==> config.mk <==
export PLATFORM = sky130hd
export DESIGN_NAME = compare_uart_loader
export DESIGN_NICKNAME = d
export VERILOG_FILES = /design/src/rtl/compare_uart_loader.sv
export SDC_FILE = /design/constraint.sdc
export NUM_CORES = 1
export LEC_CHECK = 0
export BUFFER_PORTS_ARGS = -buffer_cell sky130_fd_sc_hd__buf_2
export CAP_MARGIN = 10
export CORE_UTILIZATION = 54
export CTS_BUF_LIST = sky130_fd_sc_hd__clkbuf_16
export CTS_CLUSTER_DIAMETER = 100
export DETAILED_ROUTE_END_ITERATION = 8
export GPL_TIMING_DRIVEN = 1
export PLACE_DENSITY = 0.86
export SYNTH_ARGS = -nofsm -noshare
export SYNTH_HDL_FRONTEND = slang
export SYNTH_SLANG_ARGS = --single-unit
==> constraint.sdc <==
create_clock -name clk -period 2.2 [get_ports clk]
set_input_delay 0.22 -clock clk [delete_from_list [all_inputs] [get_ports clk]]
set_output_delay 0.22 -clock clk [all_outputs]
set_load 0.05 [all_outputs]
==> src/rtl/compare_uart_loader.sv <==
// compare_uart_loader: loads the 24-bit compare value of the seven-segment
// seconds counter from a host over 8N1 UART.
// Frame: 0xA5, B2, B1, B0, CHK where CHK = B2^B1^B0 and value = {B2,B1,B0}.
// A zero value, a bad checksum, a bad stop bit or an inter-byte timeout
// each produce exactly one frame_error pulse.
//
// Receiver FSM
//   state     | meaning
//   R_IDLE    | line idle, waiting for rx_s low (start edge, t0)
//   R_START   | waiting for mid start bit; high there means false start
//   R_DATA    | sampling 8 data bits, LSB first, one bit period apart
//   R_STOP    | sampling stop bit; high = byte valid, low = framing error
//   R_WAIT    | framing error seen, waiting for the line to return high
//
// Parser FSM
//   state     | meaning
//   P_HUNT    | waiting for sync byte 0xA5, other bytes dropped silently
//   P_SYNC    | sync seen, next byte is B2
//   P_B2      | B2 stored, next byte is B1
//   P_B1      | B1 stored, next byte is B0
//   P_B0      | B0 stored, next byte is the checksum
module compare_uart_loader #(
    parameter int CLKS_PER_BIT = 139,
    parameter int TIMEOUT_CLKS = 4096
) (
    input  logic        clk,
    input  logic        reset,
    input  logic        rx,
    output logic [23:0] compare_out,
    output logic        update_compare,
    output logic        frame_error,
    output logic        busy
);

    localparam int CW = $clog2(CLKS_PER_BIT);
    localparam int TW = $clog2(TIMEOUT_CLKS);
    localparam logic [CW-1:0] HALF_M1 = CW'(CLKS_PER_BIT / 2 - 1);
    localparam logic [CW-1:0] BIT_M1  = CW'(CLKS_PER_BIT - 1);
    localparam logic [CW-1:0] C_ONE   = CW'(1);
    localparam logic [TW-1:0] TMO_M1  = TW'(TIMEOUT_CLKS - 1);
    localparam logic [TW-1:0] T_ONE   = TW'(1);

    typedef enum logic [2:0] {R_IDLE, R_START, R_DATA, R_STOP, R_WAIT} rx_state_t;
    typedef enum logic [2:0] {P_HUNT, P_SYNC, P_B2, P_B1, P_B0} p_state_t;

    rx_state_t   rx_state;
    p_state_t    p_state;
    logic        rx_m, rx_s;
    logic [CW-1:0] bit_cnt;
    logic [2:0]  bit_idx;
    logic [7:0]  shift;
    logic [7:0]  rx_byte;
    logic        byte_valid;
    logic        stop_err;
    logic [TW-1:0] tmo_cnt;
    logic        timeout;
    logic [7:0]  b2, b1, b0;

    // Two-flop synchronizer for the asynchronous line, preset to idle-high.
    always_ff @(posedge clk) begin
        if (reset) begin
            rx_m <= 1'b1;
            rx_s <= 1'b1;
        end else begin
            rx_m <= rx;
            rx_s <= rx_m;
        end
    end

    // Byte receiver: mid-bit sampling via a down-counter reloaded every bit.
    always_ff @(posedge clk) begin
        if (reset) begin
            rx_state   <= R_IDLE;
            bit_cnt    <= '0;
            bit_idx    <= '0;
            shift      <= '0;
            rx_byte    <= '0;
            byte_valid <= 1'b0;
            stop_err   <= 1'b0;
        end else begin
            byte_valid <= 1'b0;
            stop_err   <= 1'b0;
            case (rx_state)
                R_IDLE: begin
                    if (!rx_s) begin
                        bit_cnt  <= HALF_M1;
                        rx_state <= R_START;
                    end
                end
                R_START: begin
                    if (bit_cnt == '0) begin
                        if (rx_s) begin
                            rx_state <= R_IDLE;
                        end else begin
                            bit_cnt  <= BIT_M1;
                            bit_idx  <= '0;
                            rx_state <= R_DATA;
                        end
                    end else begin
                        bit_cnt <= bit_cnt - C_ONE;
                    end
                end
                R_DATA: begin
                    if (bit_cnt == '0) begin
                        shift   <= {rx_s, shift[7:1]};
                        bit_cnt <= BIT_M1;
                        if (bit_idx == 3'd7) begin
                            rx_state <= R_STOP;
                        end else begin
                            bit_idx <= bit_idx + 3'd1;
                        end
                    end else begin
                        bit_cnt <= bit_cnt - C_ONE;
                    end
                end
                R_STOP: begin
                    if (bit_cnt == '0) begin
                        if (rx_s) begin
                            rx_byte    <= shift;
                            byte_valid <= 1'b1;
                            rx_state   <= R_IDLE;
                        end else begin
                            stop_err <= 1'b1;
                            rx_state <= R_WAIT;
                        end
                    end else begin
                        bit_cnt <= bit_cnt - C_ONE;
                    end
                end
                R_WAIT: begin
                    if (rx_s) begin
                        rx_state <= R_IDLE;
                    end
                end
                default: rx_state <= R_IDLE;
            endcase
        end
    end

    // Inter-byte timeout: counts only receiver-idle cycles inside a frame,
    // so it can never expire in the same cycle as a byte-valid.
    always_ff @(posedge clk) begin
        if (reset) begin
            tmo_cnt <= TMO_M1;
        end else if (byte_valid || p_state == P_HUNT) begin
            tmo_cnt <= TMO_M1;
        end else if (rx_state == R_IDLE && tmo_cnt != '0) begin
            tmo_cnt <= tmo_cnt - T_ONE;
        end
    end

    assign timeout = (p_state != P_HUNT) && (rx_state == R_IDLE) &&
                     (tmo_cnt == '0) && !byte_valid && !stop_err;

    // Frame parser: collects value bytes, validates, drives registered strobes.
    always_ff @(posedge clk) begin
        if (reset) begin
            p_state        <= P_HUNT;
            b2             <= '0;
            b1             <= '0;
            b0             <= '0;
            compare_out    <= '0;
            update_compare <= 1'b0;
            frame_error    <= 1'b0;
        end else begin
            update_compare <= 1'b0;
            frame_error    <= 1'b0;
            if (stop_err) begin
                frame_error <= 1'b1;
                p_state     <= P_HUNT;
            end else if (byte_valid) begin
                case (p_state)
                    P_HUNT: if (rx_byte == 8'hA5) p_state <= P_SYNC;
                    P_SYNC: begin
                        b2      <= rx_byte;
                        p_state <= P_B2;
                    end
                    P_B2: begin
                        b1      <= rx_byte;
                        p_state <= P_B1;
                    end
                    P_B1: begin
                        b0      <= rx_byte;
                        p_state <= P_B0;
                    end
                    P_B0: begin
                        // Zero would stall the downstream counter, so it is rejected.
                        if (rx_byte == (b2 ^ b1 ^ b0) && {b2, b1, b0} != 24'd0) begin
                            compare_out    <= {b2, b1, b0};
                            update_compare <= 1'b1;
                        end else begin
                            frame_error <= 1'b1;
                        end
                        p_state <= P_HUNT;
                    end
                    default: p_state <= P_HUNT;
                endcase
            end else if (timeout) begin
                frame_error <= 1'b1;
                p_state     <= P_HUNT;
            end
        end
    end

    assign busy = (rx_state != R_IDLE) || (p_state != P_HUNT);

endmodule
# After elaboration in Yosys (flattened, before gate mapping)
# Cells that the tools add are included.
# word_totals
output_inout_bits	27
inputBits	3
ff_bits	99
# classes
n_reduce_logical	35
eq_ne	22
muxes	32
bitwise	7
addsub	3
# ops
op	count
2-to-1 mux 3 bit	14
2-to-1 mux 8 bit	5
one-hot mux 8 bit (4 select lines)	1
nonzero test 24 bit	1
inequality test 2 bit, second input constant	9
bitwise XOR 8 bit	2
one-hot mux 3 bit (5 select lines)	1
equality test 3 x 2 -> 1 bit, second input constant	4
zero test 12 bit	1
one-hot mux 3 bit (4 select lines)	1
AND reduction 3 bit	4
nonzero test 12 bit	1
subtractor 12 x 1 -> 12 bit, second input constant	1
equality test 3 bit, second input constant	3
equality test 8 bit	1
equality test 8 bit, second input constant	1
zero test 8 bit	1
2-to-1 mux 1 bit	8
AND reduction 4 bit	2
subtractor 8 x 1 -> 8 bit, second input constant	1
equality test 3 x 1 -> 1 bit, second input constant	2
logical AND 1 bit	6
zero test 3 bit	2
one-hot mux 3 bit (2 select lines)	1
other kinds (16)	26

# Depth between registers and ports, before layout
# Gate-level depths: netlist of the first run.
# logic_depth
depth_word	8
mapped_depth	8
ltp_nobuf	7

# Worst setup path before layout of the first run
# No wires, ideal clock.
# synth_path
kind	reg2reg
from	reg tmo_cnt[0]
to	reg p_state[2]
required_ns	2.070
path_slack_ns	0.160
setup_ns	0.130
n_path_buf	0
arrival_ns	1.911
path_stages_with_launch	8
period_less_slack_ns	2.040
cell_sequence	dfxtp_1 inv_1 ha_1 or4b_2 nor4_1 a41oi_1 a32oi_1 nor3_1
# synth_via
elab_chain_len	6
# synth_rtl
element	line_no	rtl
from (decl)	55	logic [TW-1:0] tmo_cnt;
from (signal assigned)	148	tmo_cnt <= tmo_cnt - T_ONE;
zero test 12 bit	153	(tmo_cnt == '0) && !byte_valid && !stop_err;
logical AND 1 bit	152	assign timeout = (p_state != P_HUNT) && (rx_state == R_IDLE) &&
logical AND 1 bit (2 in a row)	153	
nonzero test 2 bit (no line)	-	
AND reduction 2 bit (no line)	-	
to (signal assigned)	158	p_state <= P_HUNT;
to (signal assigned)	170	p_state <= P_HUNT;
to (signal assigned)	173	P_HUNT: if (rx_byte == 8'hA5) p_state <= P_SYNC;
to (decl)	47	p_state_t p_state;
# No other way between the ends.
# A chain may end at the register's enable or synchronous reset.

# Final worst setup path of the first run
# layout_path
from	reg tmo_cnt[1]
to	reg tmo_cnt[3]
# layout_via
elab_chain_len	2
word_cells_on_any_way	3
cone_classes	add/sub (1); reduce/logical (2)
# layout_rtl
element
parallel branches: the longest is 2 deep, another holds subtractor 12 x 1 -> 12 bit
# Parallel ways; which one is timed is not known.

==> results.txt, run 1 <==
- Status: complete, no violations
* Hold Crit Class: in -> reg
* Clock tree from TritonCTS: done
- Entering global routing, the biggest net connects 63 pins.
- In this run the most critical hold path is launched from rx.
- Sequential fraction of the synthesis area: a little over two fifths
- Final clock skew: 7.81 ps
- CTS clk-pin slew, worst paths: ~70 ps
* Slack of the worst reg-to-reg path: 230 ps
- Area of the multi-input gates: roughly 2500 um2
- The worst register-to-register path has a depth of 7.
- Synth Net Count: 504
* Post-synthesis instance total: 496
- The detail route stage leaves a number of antenna-violating nets equal to 0.
- Area growth syn-to-layout: 12.7%
- For this design, the sink count on the clock tree is 99.
- Across the run, the number of max-cap violations was 0.
- Hold depth: 2
- Global routing consumed, over all layers together, around 23% of the routing resources.
- The number of global-route vias before repair is 3300.
- The first routing iteration left between 150 and 200 violations.
* Die Height: 94.3 um
* Final Wtd Congestion: 0.895
* Sequential cell area in the final layout: 1980 um2
* Cell row count: 33
- Antenna fix cells: 0
- Post-placement setup slack: between 40 and 50 ps
- Remaining DRCs: 0
- Maximum number of buffers from clock root to sink: 2
* Final-report hold violation count: 0
- Clock latency on the worst-skew pair, taken at its later pin, is 340 ps.
- Post-detailed-route via-to-cell ratio: about 5.7
- Mapped Avg Cell Area: 9.28 um2
* Post-layout net count: roughly 530
- At the pin with the least slew margin, the transition time is 894 ps.
* Setup repair after global routing missed its margin: false
- Final global-route overflow total: 0
- Total setup violations reported at the end of the flow: 0
- Hold Path End: rx_m
* Crit path arrival time: 2200 ps
- Initial antenna violation count: 0
* Required time worst endpoint: 2440 ps
* Setup total negative slack: 0 ps
- The worst register-to-register path begins at tmo_cnt[1].
- The H-tree was split into 3 levels.
- Fillers: 641
- Number of buffers added on ports: 29
- Synthesis instantiated 53 different standard cells from the library.
- Summed over all cells, the static leakage comes to 2.10 nW.
- Dividing the final minimum period by the clock period gives between 80 and 90%.
- Core ar.: ~8000 um2
* Startpoint types: flip-flop
- VDD sags by at most 0.491 mV.
* Initial cell density of the core: 56.0%
* Routed wire length: 9450 um
- Clock Tree Root: clkbuf_16
* Via count of the routed design: 3587
- The die covers roughly 9000 um2.
- By startpoint and endpoint, the worst setup path is classified as reg -> reg.
* Total power divided by cell area: slightly above 700 nW/um2
- Total half-perimeter wirelength after legalization and detailed placement: 6410 um
* Ratio of cells with drive above 1 in the final layout: 13.6%
- Static timing analysis puts the maximum clock frequency at 509 MHz.
- Final number of max-transition violations: 0
- The worst setup path is captured at a flip-flop.
- Worst-path fanout max: 6
* Wire length of the first global-routing pass: 15900 um
- After layout, the worst setup slack is 235 ps.
- Period minus WS final: 1970 ps
- Number of buffers created by CTS: 9
* Count of yosys warnings during synthesis: 0
- In this run the critical register-to-register path is captured at tmo_cnt[3].
- First-pass iteration count of the detailed router: 5
* Floorplan die width: between 90 and 100 um
- Once the clock tree was built, the setup fixing pass inserted 0 buffers.
- Dividing the detail-routed wire length by the instance count gives 14.9 um.
- The library cells used most frequently in the layout, excluding fill and tap cells, are dfxtp_1, mux2i_1, nor2_1.
* Flip-flop and latch count after synthesis: 99
- The cell area that synthesis handed to floorplanning was 4600 um2.
- Number of top-level design ports: 30
- Worst slew margin relative to its limit: 40.4%
- The library cell used most frequently in the layout, excluding fill and tap cells, is dfxtp_1.
-- metrics by stage --
stage / area [um2] / hold WS, ps / total power [mW] / cells / util, %
finish: 5190 / 65.1 / 3.65 / 634 / 63.1
global route: 5190 / 77.6 / 3.78 / 634 / 63.1
CTS: 5180 / 56.0 / 3.67 / 634 / 63.1
detailed placement: 4880 / 408 / 2.14 / 618 / 59.4
global placement: 4880 / 392 / 2.13 / 618 / 59.4
floorplan: 4600 / 324 / 2.08 / 496 / -
-- where the power goes --
group | total (mW) | switching (mW) | internal [mW]
logic | 0.262 | 0.157 | 0.105
registers | 1.84 | 0.0280 | 1.81
clock network | 1.55 | 0.675 | 0.877
-- final cells by class --
cell class	count	share of cell area, %
multi-input combinational	359	47.6
sequential	99	38.2
timing repair buffer	44	5.21
clock buffer	9	4.34
tap	105	2.53
clock inverter	7	1.30
inverter	11	0.796
-- kinds of logic (layout without fill, tap and decap cells) --
family                   after synthesis  after routing  synth area share [%]
multiplexers                          57             57                  12.4
AO/OA/AOI/OAI                         59             59                  9.08
XOR/XNOR                              38             38                  7.56
buffers and inverters                 38             71                  3.51
adder cells (fa/ha/maj)                5              5                  1.36
flip-flops                            99             99                  43.1
AND/OR/NAND/NOR                      200            200                  23.0
-- layer usage --
layer | vias up | wire length (um) | GRT usage, %
li1 | 1774 | - | -
met1 | 1683 | 4280 | 30.3
met2 | 111 | 4490 | 36.3
met3 | 19 | 461 | 3.96
met4 | 0 | 218 | 9.87
met5 | - | 0 | 0
-- critical path, stage by stage, from the launching register on --
cell     delay [ps]
dfxtp_1         360
inv_1           120
ha_1            150
or4b_4          520
o31ai_4         390
nor4_1          100
xnor2_1         160
nand2_1          70
-- state kept, by name (all words and copies together), names as in the netlist, 3 cells and up --
| register | count |
|---|---|
| b0 | 8 |
| b1 | 8 |
| b2 | 8 |
| bit_cnt | 8 |
| bit_idx | 3 |
| compare_out | 24 |
| p_state | 3 |
| rx_byte | 8 |
| rx_state | 3 |
| shift | 8 |
| tmo_cnt | 12 |
-- Yosys cell counts (all sizes together) --
cell type / n / area [um2]
nor2: 55 / 206
o22ai: 1 / 6.26
a22oi: 3 / 22.5
mux2i: 57 / 571
o211ai: 2 / 20.0
clkbuf: 22 / 82.6
o31ai: 3 / 36.3
nor2b: 2 / 12.5
inv: 11 / 41.3
o311a: 1 / 10.0
nand2b: 50 / 313
nor3b: 4 / 30.0
a41oi: 1 / 8.76
or4: 1 / 7.51
o2111a: 1 / 11.3
ha: 5 / 62.6
dfxtp: 99 / 1980
o21ai: 16 / 83.8
xnor2: 31 / 287
or2: 3 / 18.8
nand2: 30 / 113
nor4: 16 / 115
o311ai: 2 / 35.0
nand4: 3 / 18.8
or3: 3 / 18.8
nor3: 16 / 85.1
a311oi: 1 / 8.76
nand3: 7 / 35.0
a21oi: 15 / 75.1
a2111oi: 1 / 8.76
and3: 3 / 18.8
nand3b: 2 / 15.0
a211oi: 2 / 15.0
or4b: 1 / 10.0
a32oi: 1 / 8.76
a21o: 2 / 15.0
a21boi: 1 / 7.51
buf: 5 / 37.5
a221oi: 2 / 17.5
nor4bb: 2 / 20.0
xor2: 7 / 61.3
o21bai: 2 / 15.0
a31oi: 2 / 12.5
nor4b: 2 / 23.8
-- how the worst max path moves through the flow --
stage	start	endpoint	slack [ps]	depth (start not counted)
after global placement	tmo_cnt[1]	p_state[2]	130	7
after CTS	tmo_cnt[1]	p_state[2]	40	7
after detailed placement	tmo_cnt[1]	p_state[2]	40	7
final	tmo_cnt[1]	tmo_cnt[3]	230	7
after floorplan	tmo_cnt[0]	p_state[2]	160	7
after global routing	byte_valid	b2[5]	70	5
-- what timing repair did --
item,in CTS,in global routing
endpoints found under the setup margin,1,7
hold buffers,0,0
pin swaps,0,1
resized for setup,1,1
endpoints found under the hold margin,0,0
gates cloned,0,0
Note: power is estimated with default switching activity, not from simulation.
==> run 2, diff against run 1 <==
--- a/config.mk
+++ b/config.mk
@@ -11,7 +11,7 @@
 export CTS_BUF_LIST = sky130_fd_sc_hd__clkbuf_16
 export CTS_CLUSTER_DIAMETER = 100
 export DETAILED_ROUTE_END_ITERATION = 8
-export GPL_TIMING_DRIVEN = 1
+export GPL_TIMING_DRIVEN = 0
 export PLACE_DENSITY = 0.86
 export SYNTH_ARGS = -nofsm -noshare
 export SYNTH_HDL_FRONTEND = slang
==> run 2 against run 1 <==
  * Core utilization increased by 0.18 points
  * Sequential power about the same
  * Via count increased by 0.64%
  * Hold slack improved by 5.3 ps
  * Largest power group unchanged
  * Die area unchanged
  * Register-to-register slack got worse by 100 ps
  * Highest routed layer unchanged
==> results.txt, run 2 (synthesis gave the netlist of run 1 again) <==
- Floorplan die width: between 90 and 100 um
- Hold depth: 2
- Die ar.: around 8900 um2
* Highest Clock Rate: 484 MHz
- The count of cells in the finished layout, fillers not included, comes to 646.
* Hold Crit Class: in -> reg
- Hold wc startpoint: rx
- Final number of max-transition violations: 0
- Via count of the routed design: 3610
* Total number of H-tree levels: 3
- Number of top-level design ports: 30
- Antenna fix cells: 0
- Kind of end point of the critical path: flip-flop
- At the end of the flow the core is filled with cells to 63.3%.
- Per-cell routed wire length: roughly 15 um
- The number of placed instances, taps included, is 629.
- Wire length of the first global-routing pass: around 16000 um
- Register with the most flip-flops: compare_out
* Die Height: 94.3 um
* Startpoint types: flip-flop
- Final global-route overflow total: 0
* Number of flip-flops in the largest register: 24
- Leading cell types in the layout, fill and taps excluded: dfxtp_1, mux2i_1, nor2_1
- Entering global routing, the biggest net connects 19 pins.
- Clock tree from TritonCTS: done
- The first routing iteration left 291 violations.
- Maximum number of buffers from clock root to sink: 2
- Vias in the first global route: roughly 3500
* Clock Tree Root: clkbuf_16
- Period minus WS final: 2070 ps
- Fin Hold WS: 70.4 ps
- The count of nets left with antenna violations once routing finished came out at 0.
- Max stage delay on crit path: around 610 ps
* Area growth syn-to-layout: 13.0%
- Hold Path End: rx_m
- Post-layout net count: 544
- For the worst flop-to-flop path, the logic depth is 5.
* First-pass iteration count of the detailed router: 5
* Post-detailed-route via-to-cell ratio: 5.59
* CP max stage cell: o311ai_0
- After detailed routing, the number of remaining DRC violations is 0.
- Cell row count: 33
- Among cell families on the critical path, the largest total delay comes from compound AO/OA/AOI/OAI gates.
* Buffer and inverter count on the worst path: 0
- Final-report hold violation count: 0
- Fill cells in the final layout number 644.
- In this run the critical register-to-register path is captured at bit_cnt[4].
* Total power after layout: around 3.7 mW
- Worst slew margin relative to its limit: 56.1%
- Initial antenna violation count: 0
* Aggregate global-route resource usage: a little under a quarter
* Total half-perimeter wirelength after legalization and detailed placement: 6880 um
- Walking the worst path, the cells encountered are nor3_1 > a21boi_0 > o311ai_0 > xnor2_1 > nor2_1.
- Slack of the worst reg-to-reg path: 130 ps
* Class of the most critical setup path: reg -> reg
- The routed design has 9700 um of wire.
- Setup repair after global routing left no endpoint under its margin.
- Logic depth of the worst setup path including buffers: 5
- The tree built by TritonCTS fans out to 99 sinks.
- The flow ran to the end, and the final reports show no timing, DRC or antenna violations.
- For the pin with the worst max-slew slack, the measured transition is 650 ps.
- Share of the clock period used by the worst path after layout: 93.9%
- Ratio of cells with drive above 1 in the final layout: 12.0%
- The analysis attributes to cell leakage a power of approximately 2.1 nW.
- Max-cap viol count: 0
- Core ar.: 8220 um2
* Reg-to-Reg Start: bit_cnt[2]
- Along the worst path, the maximum fanout reaches 6.
- CTS clk-pin slew, worst paths: 70 ps
* Required time worst endpoint: 2430 ps
- In this run the power density over the cells is 714 nW/um2.
* Setup total negative slack: 0 ps
* Crit path arrival time: around 2300 ps
- At the end of routability-driven placement, the weighted congestion stood at 0.887.
- Number of buffers added on ports: 28
- Most frequent standard cell in the layout excluding fill and tap cells: dfxtp_1
- Setup violations remaining at the end of the flow were counted as 0.
* Initial cell density of the core: 56.0%
* VDD IR max: 0.358 mV
- The later pin in the worst-skew pair is clocked with a latency of 340 ps.
* Largest registers: compare_out x24, tmo_cnt x12
* Final clock skew: 8.82 ps
* Number of buffers created by CTS: 9
## run 2: how the worst max path moves through the flow
stage	endpoint	start
after global routing	shift[6]	bit_cnt[0]
after global placement	p_state[2]	tmo_cnt[0]
after floorplan	p_state[2]	tmo_cnt[0]
final	bit_cnt[4]	bit_cnt[2]
after detailed placement	p_state[2]	tmo_cnt[0]
after CTS	tmo_cnt[10]	tmo_cnt[0]
## run 2: stage by stage
step | setup slack (ps) | cell area [um2]
after floorplan | 160 | 4600
after global placement | 20.3 | 4870
after detailed placement | -17.8 | 4870
after CTS | 3.62 | 5190
after global routing | 29.8 | 5200
final | 134 | 5200
## run 2: cell type report
class                      count  area, um2  share of cell area (%)
timing repair buffer          29        148                    2.84
multi-input combinational    359       2470                    47.5
tap                          105        131                    2.53
clock buffer                   9        225                    4.33
inverter                      11       41.3                   0.794
buffer                        27        120                    2.31
sequential                    99       1980                    38.1
clock inverter                 7       85.1                    1.64
## run 2: worst register-to-register path, delay by kind of cell (launching register included)
kind	cells	cell delay, ps
xor gates and xnor gates	1	190
AOI/OAI and AO/OA	2	840
and+or+nand+nor	2	560
DFF	1	370
## run 2: timing repair
item | 4_1_cts | 5_1_grt
hold buffers | 0 | 0
setup buffers | 0 | 1
pin swaps | 0 | 2
resized for setup | 1 | 2
hold endpoints to repair | 0 | 0
endpoints found under the setup margin | 2 | 33
cloned | 0 | 0
## run 2: routing by layer
layer	GRT usage [%]	wire [um]	vias to the layer above
met2	40.0	4770	92
met1	29.2	4320	1706
met4	8.33	154	0
met3	5.66	455	15
li1	-	-	1797
met5	0	0	-
## run 2: report_power, final
group / internal [mW] / total, mW / switching [mW]
clock network: 0.901 / 1.61 / 0.711
logic: 0.101 / 0.267 / 0.166
registers: 1.81 / 1.84 / 0.0256
total: 2.81 / 3.72 / 0.902
==> run 3, diff against run 2 <==
--- a/config.mk
+++ b/config.mk
@@ -13,6 +13,7 @@
 export DETAILED_ROUTE_END_ITERATION = 8
 export GPL_TIMING_DRIVEN = 0
 export PLACE_DENSITY = 0.86
+export RECOVER_POWER = 50
 export SYNTH_ARGS = -nofsm -noshare
 export SYNTH_HDL_FRONTEND = slang
 export SYNTH_SLANG_ARGS = --single-unit
==> run 3 against run 2 <==
  * Die area did not move
  * First-iteration DRC count decreased by 7.2%
  * Clock skew is essentially flat
  * Global-route usage stayed put
  * Core utilization is 0.50 points lower
  * Setup slack better by 25 ps
  * Sequential share of layout area increased by 0.30 points
  * Critical path depth increased by 1
  * Wire length is 0.92% higher
  * Sequential cell count did not move
  * Clock power hardly changed
  * Combinational power about the same
==> results.txt, run 3 (synthesis gave the netlist of run 1 again) <==
- The run finished with clean final reports.
- In this run the static leakage power is 1.96 nW.
- Clock latency at the later pin of the worst-skew pair: 350 ps
- In this run the power density over the cells is 721 nW/um2.
- The register with the most flip-flops in the final layout is compare_out.
- Final core occ: 62.8%
- The final route contains about 3600 vias.
- The critical path is of the reg -> reg type.
- Using the TritonRoute via totals, the vias-per-cell ratio works out to 5.58.
* Worst-path fanout max: 10
* Area of the multi-input gates: 2460 um2
- Ratio of cells with drive above 1 in the final layout: ~7.2%
- Aggregate global-route resource usage: 23.7%
- Post-layout net count: 544
* Share of the clock period used by the worst path after layout: between 90 and 100%
- The pre-antenna-repair detailed-routing pass consisted of 5 iterations.
* Antenna fix cells: 0
- Across the routed clock network, the largest skew measured is 9.12 ps.
- Global routing finished with a remaining overflow of 0.
* Global Route met3 Usage: ~5.7%
* Maximum number of buffers from clock root to sink: 2
- Final-report hold violation count: 0
- CTS clk-pin slew, worst paths: ~70 ps
- Across the run, the number of max-cap violations was 0.
* Die Height: about 94 um
- Required time worst endpoint: 2470 ps
- The H-tree was split into 3 levels.
- During I/O placement, the number of pins put on the boundary was 30.
* Floorplan die width: around 94 um
- Global routing consumed, on the met2 layer, 40.0% of the routing resources.
- Hold Crit Class: in -> reg
- During placement, the flow inserted port buffers numbering 28.
- Initial antenna violation count: 0
- Largest registers: compare_out x24, tmo_cnt x12
- Once the floorplan was initialized, standard cells occupied 56.0% of the core.
* Clock tree from TritonCTS: done
- Area growth syn-to-layout: 12.1%
- Die ar.: 8900 um2
- Clock Tree Root: clkbuf_16
- Routed wire length: 9790 um
- The global routing stage identified its most utilized layer as met2.
- Fillers: 659
- Number of hold buffers added after cts: 0
- Final Wtd Congestion: 0.887
* Maximum number of pins on one net before global-route repair: 19
* Final number of max-transition violations: 0
- The tree built by TritonCTS fans out to 99 sinks.
* Core ar.: 8220 um2
- Leading cell types in the layout, fill and taps excluded: dfxtp_1, mux2i_1, nor2_1
- For this run, design rule violations remaining after detail routing come to 0.
- After detailed routing, the average wire length per cell comes to 15.2 um.
- Worst slew margin relative to its limit: 56.8%
* Setup repair after global routing missed its margin: false
- The floorplan has 33 rows.
- The first global-routing pass estimated 16300 um of wire.
* Highest Clock Rate: just under 500 MHz
- M1 GR Usage: approximately 29%
- Transition time at the pin with the least slew margin: approximately 650 ps
- Number of buffers created by CTS: 9
* Number of flip-flops in the largest register: 24
* VDD IR max: 0.367 mV
* Remaining number of nets flagged by the antenna check after routing: 0
* Period minus WS final: around 2000 ps
- For this block, the initial DRC count from the detailed router was 270.
- At the worst endpoint, the arrival time is around 2300 ps.
- Summing all flip-flop and latch instances after layout gives 1980 um2.
- Kind of end point of the critical path: flip-flop
- Leaving out fill and tap cells, the most frequent cell in the layout is dfxtp_1.
- Total setup violations reported at the end of the flow: 0
- STA classifies the critical path startpoint as a flip-flop.
- Once detailed placement completed, the half-perimeter wirelength came to around 7000 um.
* Vias in the first global route: between 3000 and 4000
- Summed over all failing endpoints, the final setup total negative slack is 0 ps.
[run 3: changes by cell type in the layout (fill, tap and decap cells not counted)]
cell,before,now
buf_2,31,5
clkbuf_1,22,48
nor4_2,1,2
nor4_4,1,0
[run 3: path summary, 6_finish.rpt]
| kind | from | to | slack, ps | depth (start not counted) |
|---|---|---|---|---|
| worst max register to register | rx_byte[7] | compare_out[5] | 160 | 6 |
| worst min-delay path | rx | rx_m | 70 | 2 |
| worst min register to register | rx_m | rx_s | 420 | 1 |
| worst max-delay path | rx_byte[7] | compare_out[5] | 160 | 6 |
[run 3: stage by stage]
stage | hold slack [ps] | power [mW] | instances | instance area [um2] | setup WS [ps]
2_1_floorplan | 324 | 2.08 | 496 | 4600 | 160
5_1_grt | 73.9 | 3.85 | 646 | 5160 | 28.3
3_5_place_dp | 414 | 2.14 | 629 | 4870 | -17.8
6_report | 65.7 | 3.72 | 646 | 5160 | 158
3_3_place_gp | 396 | 2.13 | 629 | 4870 | 20.3
4_1_cts | 65.4 | 3.72 | 645 | 5190 | 3.62
[run 3: critical path, cell delays in order, from the launching register on]
cell     delay [ps]
dfxtp_1         450
xor2_1          210
xnor2_1         190
nand3_1         160
nor4_2          490
buf_6           250
mux2i_1         220
[run 3: per-layer routing]
layer	up-vias	part of all wire, %
met5	-	0
met4	0	1.5
met3	15	5.3
met2	110	49
met1	1685	45
li1	1793	-
[run 3: area by class of cell]
cell class / count / share of cell area, %
Multi-Input combinational cell: 359 / 47.7
Timing Repair Buffer: 29 / 2.23
Buffer: 27 / 2.33
Sequential cell: 99 / 38.4
Inverter: 11 / 0.800
Tap cell: 105 / 2.55
Clock inverter: 7 / 1.65
Clock buffer: 9 / 4.36
[run 3: repair_timing]
item | 4_1_cts | 5_1_grt
pin swaps | 0 | 2
resized for setup | 1 | 2
buffers inserted | 0 | 1
endpoints found under the setup margin | 2 | 33
[run 3: where the power goes]
part | internal, mW | total [mW] | leakage [nW] | switching, mW
Sequential | 1.81 | 1.84 | 0.799 | 0.0256
Clock | 0.901 | 1.62 | 0.146 | 0.715
Combinational | 0.102 | 0.268 | 1.02 | 0.166
